<file path="config.mk">
export PLATFORM = sky130hd
export DESIGN_NAME = note_highway_ctrl
export DESIGN_NICKNAME = d
export VERILOG_FILES = /design/src/rtl/note_highway_ctrl.sv
export SDC_FILE = /design/constraint.sdc
export NUM_CORES = 1
export LEC_CHECK = 0
export BUFFER_PORTS_ARGS = -buffer_cell sky130_fd_sc_hd__buf_2
export CAP_MARGIN = 30
export CORE_MARGIN = 2
export CORE_UTILIZATION = 62
export DETAILED_ROUTE_END_ITERATION = 10
export GPL_TIMING_DRIVEN = 0
export PLACE_DENSITY = 0.95
export SYNTH_ARGS = -nofsm -noshare
export SYNTH_HDL_FRONTEND = slang
export SYNTH_SLANG_ARGS = --single-unit
</file>
<file path="constraint.sdc">
create_clock -name clock -period 6.3 [get_ports clock]
set_input_delay 0.315 -clock clock [delete_from_list [all_inputs] [get_ports clock]]
set_output_delay 0.315 -clock clock [all_outputs]
set_load 0.02 [all_outputs]
</file>
<file path="src/rtl/note_highway_ctrl.sv">
// Sequencer for a falling-note display: clears the screen, then each beat shifts the
// song and redraws a LANES x ROWS grid of boxes. Define NOTE_HIGHWAY_LOOP_EN to loop the song.
module note_highway_ctrl #(
  parameter int LANES         = 4,
  parameter int ROWS          = 8,
  parameter int BOX_W         = 8,
  parameter int BOX_H         = 8,
  parameter int SCREEN_PIXELS = 19200,
  parameter int BEAT_CYCLES   = 12500000,
  parameter int SONG_LEN      = 256
) (
  input  logic                               clock,
  input  logic                               reset,
  input  logic                               start,
  output logic                               loadDefault,
  output logic                               writeDefault,
  output logic [$clog2(SCREEN_PIXELS)-1:0]   gridCounter,
  output logic                               shiftSong,
  output logic [$clog2(SONG_LEN)-1:0]        songCounter,
  output logic                               loadStartAddress,
  output logic                               loadX,
  output logic                               loadY,
  output logic [$clog2(LANES)-1:0]           laneIdx,
  output logic [$clog2(ROWS)-1:0]            rowIdx,
  output logic                               writeToScreen,
  output logic [$clog2(BOX_W*BOX_H)-1:0]     pixelCount,
  output logic                               songDone,
  output logic                               busy
);

  localparam int GW = $clog2(SCREEN_PIXELS);
  localparam int SW = $clog2(SONG_LEN);
  localparam int LW = $clog2(LANES);
  localparam int RW = $clog2(ROWS);
  localparam int PW = $clog2(BOX_W*BOX_H);
  localparam int BW = (BEAT_CYCLES > 1) ? $clog2(BEAT_CYCLES) : 1;

  localparam logic [GW-1:0] GRID_LAST = GW'(SCREEN_PIXELS - 1);
  localparam logic [SW-1:0] SONG_LAST = SW'(SONG_LEN - 1);
  localparam logic [LW-1:0] LANE_LAST = LW'(LANES - 1);
  localparam logic [RW-1:0] ROW_LAST  = RW'(ROWS - 1);
  localparam logic [PW-1:0] PIX_LAST  = PW'(BOX_W*BOX_H - 1);
  localparam logic [BW-1:0] BEAT_LAST = BW'(BEAT_CYCLES - 1);

  typedef enum logic [2:0] {
    IDLE, CLR_LOAD, CLR_WRITE, WAIT_BEAT, SHIFT, BOX_LOAD, BOX_DRAW, DONE
  } stateT;

  stateT         stateReg, stateNext;
  logic [GW-1:0] gridReg, gridNext;
  logic [SW-1:0] songReg, songNext;
  logic [LW-1:0] laneReg, laneNext;
  logic [RW-1:0] rowReg, rowNext;
  logic [PW-1:0] pixReg, pixNext;
  logic [BW-1:0] beatReg, beatNext;
`ifdef NOTE_HIGHWAY_LOOP_EN
  logic          doneReg, doneNext;
`endif

  always_ff @(posedge clock or negedge reset) begin
    if (!reset) begin
      stateReg <= IDLE;
      gridReg  <= '0;
      songReg  <= '0;
      laneReg  <= '0;
      rowReg   <= '0;
      pixReg   <= '0;
      beatReg  <= '0;
`ifdef NOTE_HIGHWAY_LOOP_EN
      doneReg  <= 1'b0;
`endif
    end else begin
      stateReg <= stateNext;
      gridReg  <= gridNext;
      songReg  <= songNext;
      laneReg  <= laneNext;
      rowReg   <= rowNext;
      pixReg   <= pixNext;
      beatReg  <= beatNext;
`ifdef NOTE_HIGHWAY_LOOP_EN
      doneReg  <= doneNext;
`endif
    end
  end

  always_comb begin
    stateNext        = stateReg;
    gridNext         = gridReg;
    songNext         = songReg;
    laneNext         = laneReg;
    rowNext          = rowReg;
    pixNext          = pixReg;
    beatNext         = beatReg;
`ifdef NOTE_HIGHWAY_LOOP_EN
    doneNext         = 1'b0;
`endif
    loadDefault      = 1'b0;
    writeDefault     = 1'b0;
    shiftSong        = 1'b0;
    loadStartAddress = 1'b0;
    loadX            = 1'b0;
    loadY            = 1'b0;
    writeToScreen    = 1'b0;

    case (stateReg)
      IDLE: if (start) stateNext = CLR_LOAD;
      CLR_LOAD: begin
        loadDefault = 1'b1;
        gridNext    = '0;
        stateNext   = CLR_WRITE;
      end
      CLR_WRITE: begin
        writeDefault = 1'b1;
        if (gridReg == GRID_LAST) begin
          songNext  = '0;
          beatNext  = '0;
          stateNext = WAIT_BEAT;
        end else begin
          gridNext = gridReg + GW'(1);
        end
      end
      WAIT_BEAT: begin
        if (beatReg == BEAT_LAST) begin
          beatNext  = '0;
          stateNext = SHIFT;
        end else begin
          beatNext = beatReg + BW'(1);
        end
      end
      SHIFT: begin
        shiftSong = 1'b1;
        laneNext  = '0;
        rowNext   = '0;
        stateNext = BOX_LOAD;
      end
      BOX_LOAD: begin
        loadStartAddress = 1'b1;
        loadX            = 1'b1;
        loadY            = 1'b1;
        pixNext          = '0;
        stateNext        = BOX_DRAW;
      end
      BOX_DRAW: begin
        writeToScreen = 1'b1;
        if (pixReg != PIX_LAST) begin
          pixNext = pixReg + PW'(1);
        end else if (laneReg == LANE_LAST && rowReg == ROW_LAST) begin
          // Frame complete: either advance to the next beat or finish the song.
          if (songReg != SONG_LAST) begin
            songNext  = songReg + SW'(1);
            stateNext = WAIT_BEAT;
          end else begin
`ifdef NOTE_HIGHWAY_LOOP_EN
            songNext  = '0;
            doneNext  = 1'b1;
            stateNext = WAIT_BEAT;
`else
            stateNext = DONE;
`endif
          end
        end else begin
          stateNext = BOX_LOAD;
          if (rowReg == ROW_LAST) begin
            rowNext  = '0;
            laneNext = laneReg + LW'(1);
          end else begin
            rowNext = rowReg + RW'(1);
          end
        end
      end
      DONE: if (start) stateNext = CLR_LOAD;
      default: stateNext = IDLE;
    endcase
  end

  assign gridCounter = gridReg;
  assign songCounter = songReg;
  assign laneIdx     = laneReg;
  assign rowIdx      = rowReg;
  assign pixelCount  = pixReg;
  assign busy        = (stateReg != IDLE) && (stateReg != DONE);
`ifdef NOTE_HIGHWAY_LOOP_EN
  assign songDone    = doneReg;
`else
  assign songDone    = (stateReg == DONE);
`endif

endmodule
</file>
==> run metrics, run 1 <==
status=completed; htree depth=3; timing endpoint of the critical path=loadDefault; diode count=0; Core ar.=5440 µm²; row cnt=27; Post-DP HPWL=5.82 mm; DP Worst Slack=between 3 and 4 ns; RSZ-0062 raised after global routing=false; Min Clock Period, post-route=2.62 ns; r2r setup slk=3.82 ns; dpl cells=between 400 and 500; PwrDens=roughly 330 nW/µm²; Setup Viol. Count Final=0; FF+latch count, synth=a little over 60; top cell type by total area after synthesis=dfrtp_1; global placement routability congestion=about 0.94; EDFF count, synth=0; Area growth, synth to finish=15.3%; critical path's most frequent cell=clkbuf_1; Max-slew headroom=between 40% and 50%; Vias/cell=6.42; initial DRC count=340; final WL=between 8 and 9 mm; drt wl/cell=approximately 17 µm; DRT Pass-1 Iters=6; mapped cell area=between 3000 and 4000 µm²; crit share post-route=41.5%; Root Driver=clkbuf_8; slowest CP cell=clkbuf_1; R2R Path End=beatReg[14]; Ys Warns=0; Post-DRT Antenna Nets=0; setup bufs post-CTS=0; worst-skew pair later-pin latency=0.34 ns; DRC violations left=0; ys async rst share=100%; Nets=~450; via count=between 3k and 4k; vias in the first global route=slightly above 3k; cell depth of the worst flop-to-flop path=7; CTS sink cnt=a little over 60; initial core utilization=~63%; cts bufs inserted=9; Hold/Removal Path Class=input port to async pin; share of cells above drive strength 1=about a fifth; Final Max Slew Viols=0; Hold WS=~0.05 ns; crit path cell chain=clkbuf_1 -> nor2b_1 -> nand2b_1 -> inv_1 -> clkbuf_1 -> buf_2; CP max stage delay=0.39 ns; Setup crit end kind=output pin; first-pass GRT wire length=roughly 15 mm; Clock Skews=between 0.009 and 0.01 ns; Die Area=6150 µm²; worst-path maximum fanout=10; RR Startpoint=beatReg[16]; maximum vdd drop=0.000214 V; hold buffers post-CTS=0; fin cells=around 510; DIE HEIGHT=around 78 µm; max-cap violation count=0; Fin. Hold Viols=0; CP required=5.98 ns; Area contributors post-synth=dfrtp_1, nand2_1, nor2_1; clk slew on worst S/H paths=0.07 ns; largest net degree at the start of global routing=35; setup ws final=3.68 ns; post_cts resized=0; Bufs on Longest Clock Path=2; setup tns final=0 ns; Synth cell types=54; most frequent cell after synthesis=dfrtp_1; total gr overflow=0; CP startpoint=stateReg[0]; crit path kind=register to output pin; Fmax=between 0.3 and 0.4 GHz; commonest cells in the netlist=dfrtp_1, nand2_1, nor2_1; GRT Total Usage=between 20% and 30%; Synth Net Count=~390; Worst Tran Pin Value=approximately 0.86 ns; top_reg_cell synth=dfrtp_1; I/O Buffers=45; Synth top area share=between 40% and 50%; leakage power=1.86 nW; CP Launch Type=register; DIE WIDTH=78.4 µm; initial antenna violation count=0; Worst EP arrival=around 2.3 ns; CTS tree=built; synthesized area per cell=approximately 9 µm²; post-synthesis sequential area ratio=roughly 44%; Syn Inst Count=~380; # IOs=46; total power draw=between 0.001 and 0.0015 W
## power breakdown
group / switching [W] / total (W) / internal, W / leakage (nW)
sequential: 0.0000496 / 0.000486 / 0.000436 / 0.836
combinational: 0.000322 / 0.000483 / 0.000161 / 0.924
clock: 0.000151 / 0.000337 / 0.000187 / 0.0970
## flip-flops by register name, indices dropped and copies added, names as in the netlist
| signal | cells |
|---|---|
| beatReg | 24 |
| gridCounter | 15 |
| laneIdx | 2 |
| pixelCount | 6 |
| rowIdx | 3 |
| songCounter | 8 |
| stateReg | 3 |
## layout by cell type, fill, tap and decap left out, types with 4 or more instances in the layout
cell	netlist	layout
nand3b_1	4	4
a21oi_1	24	24
a21o_1	6	6
inv_1	13	13
nor4_1	8	8
xnor2_1	8	8
clkbuf_8	0	13
ha_1	7	7
o31ai_1	4	4
nand2_1	37	37
o21ai_0	19	19
a31oi_1	16	16
dfrtp_1	61	61
buf_2	3	48
clkbuf_1	7	10
a41oi_1	6	6
nand3_1	26	26
nand2b_1	4	4
and3_1	8	8
and2_1	5	5
nor3_1	8	8
xor2_1	5	5
nand4_1	12	12
nor2_1	37	37
## critical path: cells and delay by family (launching register included)
family,cells,cell delay [ns]
flops,1,0.38
simple gates,2,0.43
buf+inv,4,1.15
## cells by family after synthesis
family | Yosys count | synth area share, %
AO/OA/AOI/OAI | 99 | 19.0
XOR/XNOR | 13 | 3.32
adder cells (fa/ha/maj) | 7 | 2.55
buffers and inverters | 29 | 4.05
flip-flops | 61 | 44.5
multiplexers | 3 | 0.875
AND/OR/NAND/NOR | 166 | 25.8
## worst min path at each step
stage	start	to	slack, ns	cells after the start
5_1_grt	reset	songCounter[7]	0.11	1
4_1_cts	reset	songCounter[7]	0.07	1
2_1_floorplan	reset	beatReg[0]	0.02	0
3_3_place_gp	beatReg[13]	beatReg[13]	0.49	1
3_5_place_dp	reset	songCounter[2]	0.43	1
6_report	reset	songCounter[2]	0.05	1
## cell type report
type | count | area (µm²)
clock buffer | 16 | 190
sequential | 61 | 1530
tap | 72 | 90.1
fill | 396 | 1480
buffer | 15 | 86.3
timing repair buffer | 46 | 245
multi-input combinational | 288 | 1770
inverter | 14 | 52.6
## per-layer routing
layer | global-route usage (%) | routed length (µm)
met5 | 0 | 0
met4 | 12.8 | 210
met3 | 4.71 | 505
met2 | 49.3 | 4300
met1 | 39.6 | 3540
## through the flow
step	cell area [µm²]	util, %
floorplan	3430	-
global placement	3750	68.9
detailed placement	3770	69.3
CTS	3960	72.8
global route	3960	72.8
finish	3960	72.8
(Power assumes the default switching activity.)
==> run 2, diff against run 1 <==
--- a/config.mk
+++ b/config.mk
@@ -8,10 +8,10 @@
 export BUFFER_PORTS_ARGS = -buffer_cell sky130_fd_sc_hd__buf_2
 export CAP_MARGIN = 30
 export CORE_MARGIN = 2
-export CORE_UTILIZATION = 62
+export CORE_UTILIZATION = 58
 export DETAILED_ROUTE_END_ITERATION = 10
 export GPL_TIMING_DRIVEN = 0
-export PLACE_DENSITY = 0.95
+export PLACE_DENSITY = 0.91
 export SYNTH_ARGS = -nofsm -noshare
 export SYNTH_HDL_FRONTEND = slang
 export SYNTH_SLANG_ARGS = --single-unit
==> constraint.sdc (replaced) <==
create_clock -name clock -period 2.6 [get_ports clock]
set_input_delay 0.13 -clock clock [delete_from_list [all_inputs] [get_ports clock]]
set_output_delay 0.13 -clock clock [all_outputs]
set_load 0.02 [all_outputs]
==> run metrics, run 2 (synthesis results as in run 1) <==
initial core utilization=59.0% (-4.1 points); commonest non-fill, non-tap cell in the layout=dfrtp_1; share of cells above drive strength 1=19.4% (+0.044 points); global placement routability congestion=0.854 (-8.9%); worst-path maximum fanout=10 (unchanged); Die Area=6550 µm² (+6.5%); largest net degree at the start of global routing=40 (+14%); Vias/cell=6.27 (-2.4%); Worst Tran Pin Value=0.917 ns (+0.0578 ns); Setup Viol. Count Final=0 (unchanged); Root Driver=clkbuf_8; via count=3224 (-2.0%); setup ws final=0.260 ns (-3.42 ns); most frequent cells in the layout=dfrtp_1, buf_2, nand2_1, nor2_1, nand3_1; Post-DP HPWL=5.54 mm (-4.9%); max reg flops=24 (unchanged); placed cell areas=3770 µm² (about the same); leakage power=1.86 nW (+0.15%); first-pass GRT wire length=13.3 mm (-9.1%); initial antenna violation count=0 (unchanged); Hold/Removal Path Class=input port to register; Max-slew headroom=38.4% (-3.9 points); drt wl/cell=15.6 µm (-6.8%); area of the multi-input gates=1770 µm² (+0.35%); Reg area=1530 µm² (unchanged); DRT Pass-1 Iters=5 (-1); NetSw=0.00125 W (+140%); Worst EP arrival=2.56 ns (+0.26 ns); Setup crit end kind=register; status=completed; row cnt=28 (+3.7%); vias in the first global route=2953 (-3.8%); Fmax=between 0.4 and 0.5 GHz; DRC violations left=0 (unchanged); diode count=0 (unchanged); CTS tree=built; clock share of power=26.7% (+0.9 points); final instance area=3980 µm² (+0.47%); Sw Ratio=39.2% (-0.77 points); Core Util, Final=68.4% (-4.4 points); PwrDens=801 nW/µm² (+140%); Int Pwr=0.00194 W (+150%); clk slew on worst S/H paths=0.07 ns (about the same); worst-skew pair later-pin latency=0.34 ns (about the same); Comb pwr share=36.4% (-0.6 points); CTS sink cnt=61 (unchanged); GRT Total Usage=26.0% (-4.0 points); I/O Buffers=45 (unchanged); power share of the sequential group=36.9% (-0.3 points); initial DRC count=197 (-42%); cell depth of the worst flop-to-flop path=6 (-1); total gr overflow=0 (unchanged); Clock Skews=0.0114 ns (+0.00225 ns); DIE WIDTH=80.9 µm (+3.2%); maximum vdd drop=0.000517 V (+140%); Bufs on Longest Clock Path=2 (unchanged); setup tns final=0 ns (unchanged); htree depth=3 (unchanged); Nets=445 (unchanged); Final Max Slew Viols=0 (unchanged); Hold Path Depth=5; Core ar.=5820 µm² (+6.9%); cts bufs inserted=9 (unchanged); CP required=2.82 ns (-3.16 ns); final WL=8.01 mm (-6.4%); RSZ-0062 raised after global routing=false; max-cap violation count=0 (unchanged); # IOs=46 (unchanged); DP Worst Slack=0.203 ns (-3.67 ns); r2r setup slk=0.26 ns (-3.56 ns); Post-DRT Antenna Nets=0 (unchanged); crit share post-route=approximately 90%; Biggest register=beatReg; DIE HEIGHT=80.9 µm (+3.2%); Fin. Hold Viols=0 (unchanged); crit path kind=register to register; Area growth, synth to finish=15.9%; Min Clock Period, post-route=roughly 2.3 ns; CP Launch Type=register; Fillers=431 (+8.8%)
==> run 2: cell types whose count changed in the layout (fill, tap and decap cells not counted), sizes merged <==
cell	before	now
clkbuf	23	20
bufinv	0	1
dlygate4sd3	0	1
==> run 2: final cells by class <==
class                      instances  area share, %
multi-input combinational        288           44.6
sequential                        61           38.4
buffer                            14           2.08
timing repair buffer              47           6.42
clock buffer                      14           4.09
tap                               75           2.36
clock inverter                     1          0.755
inverter                          14           1.32
==> run 2: final timing paths <==
| check | start | to |
|---|---|---|
| min in group asynchronous | reset | gridCounter[1] |
| worst min-delay path | start | stateReg[0] |
| worst min register to register | beatReg[13] | beatReg[13] |
| worst max-delay path | gridCounter[8] | beatReg[14] |
| max in group asynchronous | reset | beatReg[0] |
| worst max register to register | gridCounter[8] | beatReg[14] |
==> run 2: metal layers <==
| layer | vias up | GRT usage (%) | part of all wire [%] |
|---|---|---|---|
| li1 | 1516 | - | - |
| met2 | 143 | 41.9 | 50 |
| met1 | 1548 | 32.8 | 42 |
| met5 | - | 0 | 0 |
| met3 | 17 | 5.78 | 6.4 |
| met4 | 0 | 13.2 | 1.8 |
==> run 2: critical path, stage by stage, from the launching register on <==
cell     delay (ns)
dfrtp_1        0.44
or4b_4         0.58
nor4_4         0.51
o21ai_2        0.19
buf_4          0.22
a22oi_1        0.19
o31ai_1        0.09
==> run 2: power groups by stage <==
stage / Clock, W / Sequential, W / Combinational [W]
6_report: 0.000852 / 0.00118 / 0.00116
3_3_place_gp: 0 / 0.00118 / 0.00110
5_1_grt: 0.000913 / 0.00119 / 0.00128
4_1_cts: 0.000862 / 0.00117 / 0.00116
2_1_floorplan: 0 / 0.00123 / 0.000752
3_5_place_dp: 0 / 0.00119 / 0.00114
==> run 2: timing repair <==
item                                   4_1_cts  5_1_grt
endpoints found under the hold margin       22        0
gates resized for setup                      0        1
buffers inserted                             0        0
hold buffers                                 1        0
setup endpoints to repair                    0        4
==> run 2: per-stage QoR <==
step                      std cells  total power (W)  hold slack (ns)
final                           514          0.00319            0.209
after global routing            514          0.00339            0.296
after CTS                       515          0.00319            0.195
after detailed placement        499          0.00232            0.143
after global placement          498          0.00228            0.488
after floorplan                 378          0.00199           -0.166
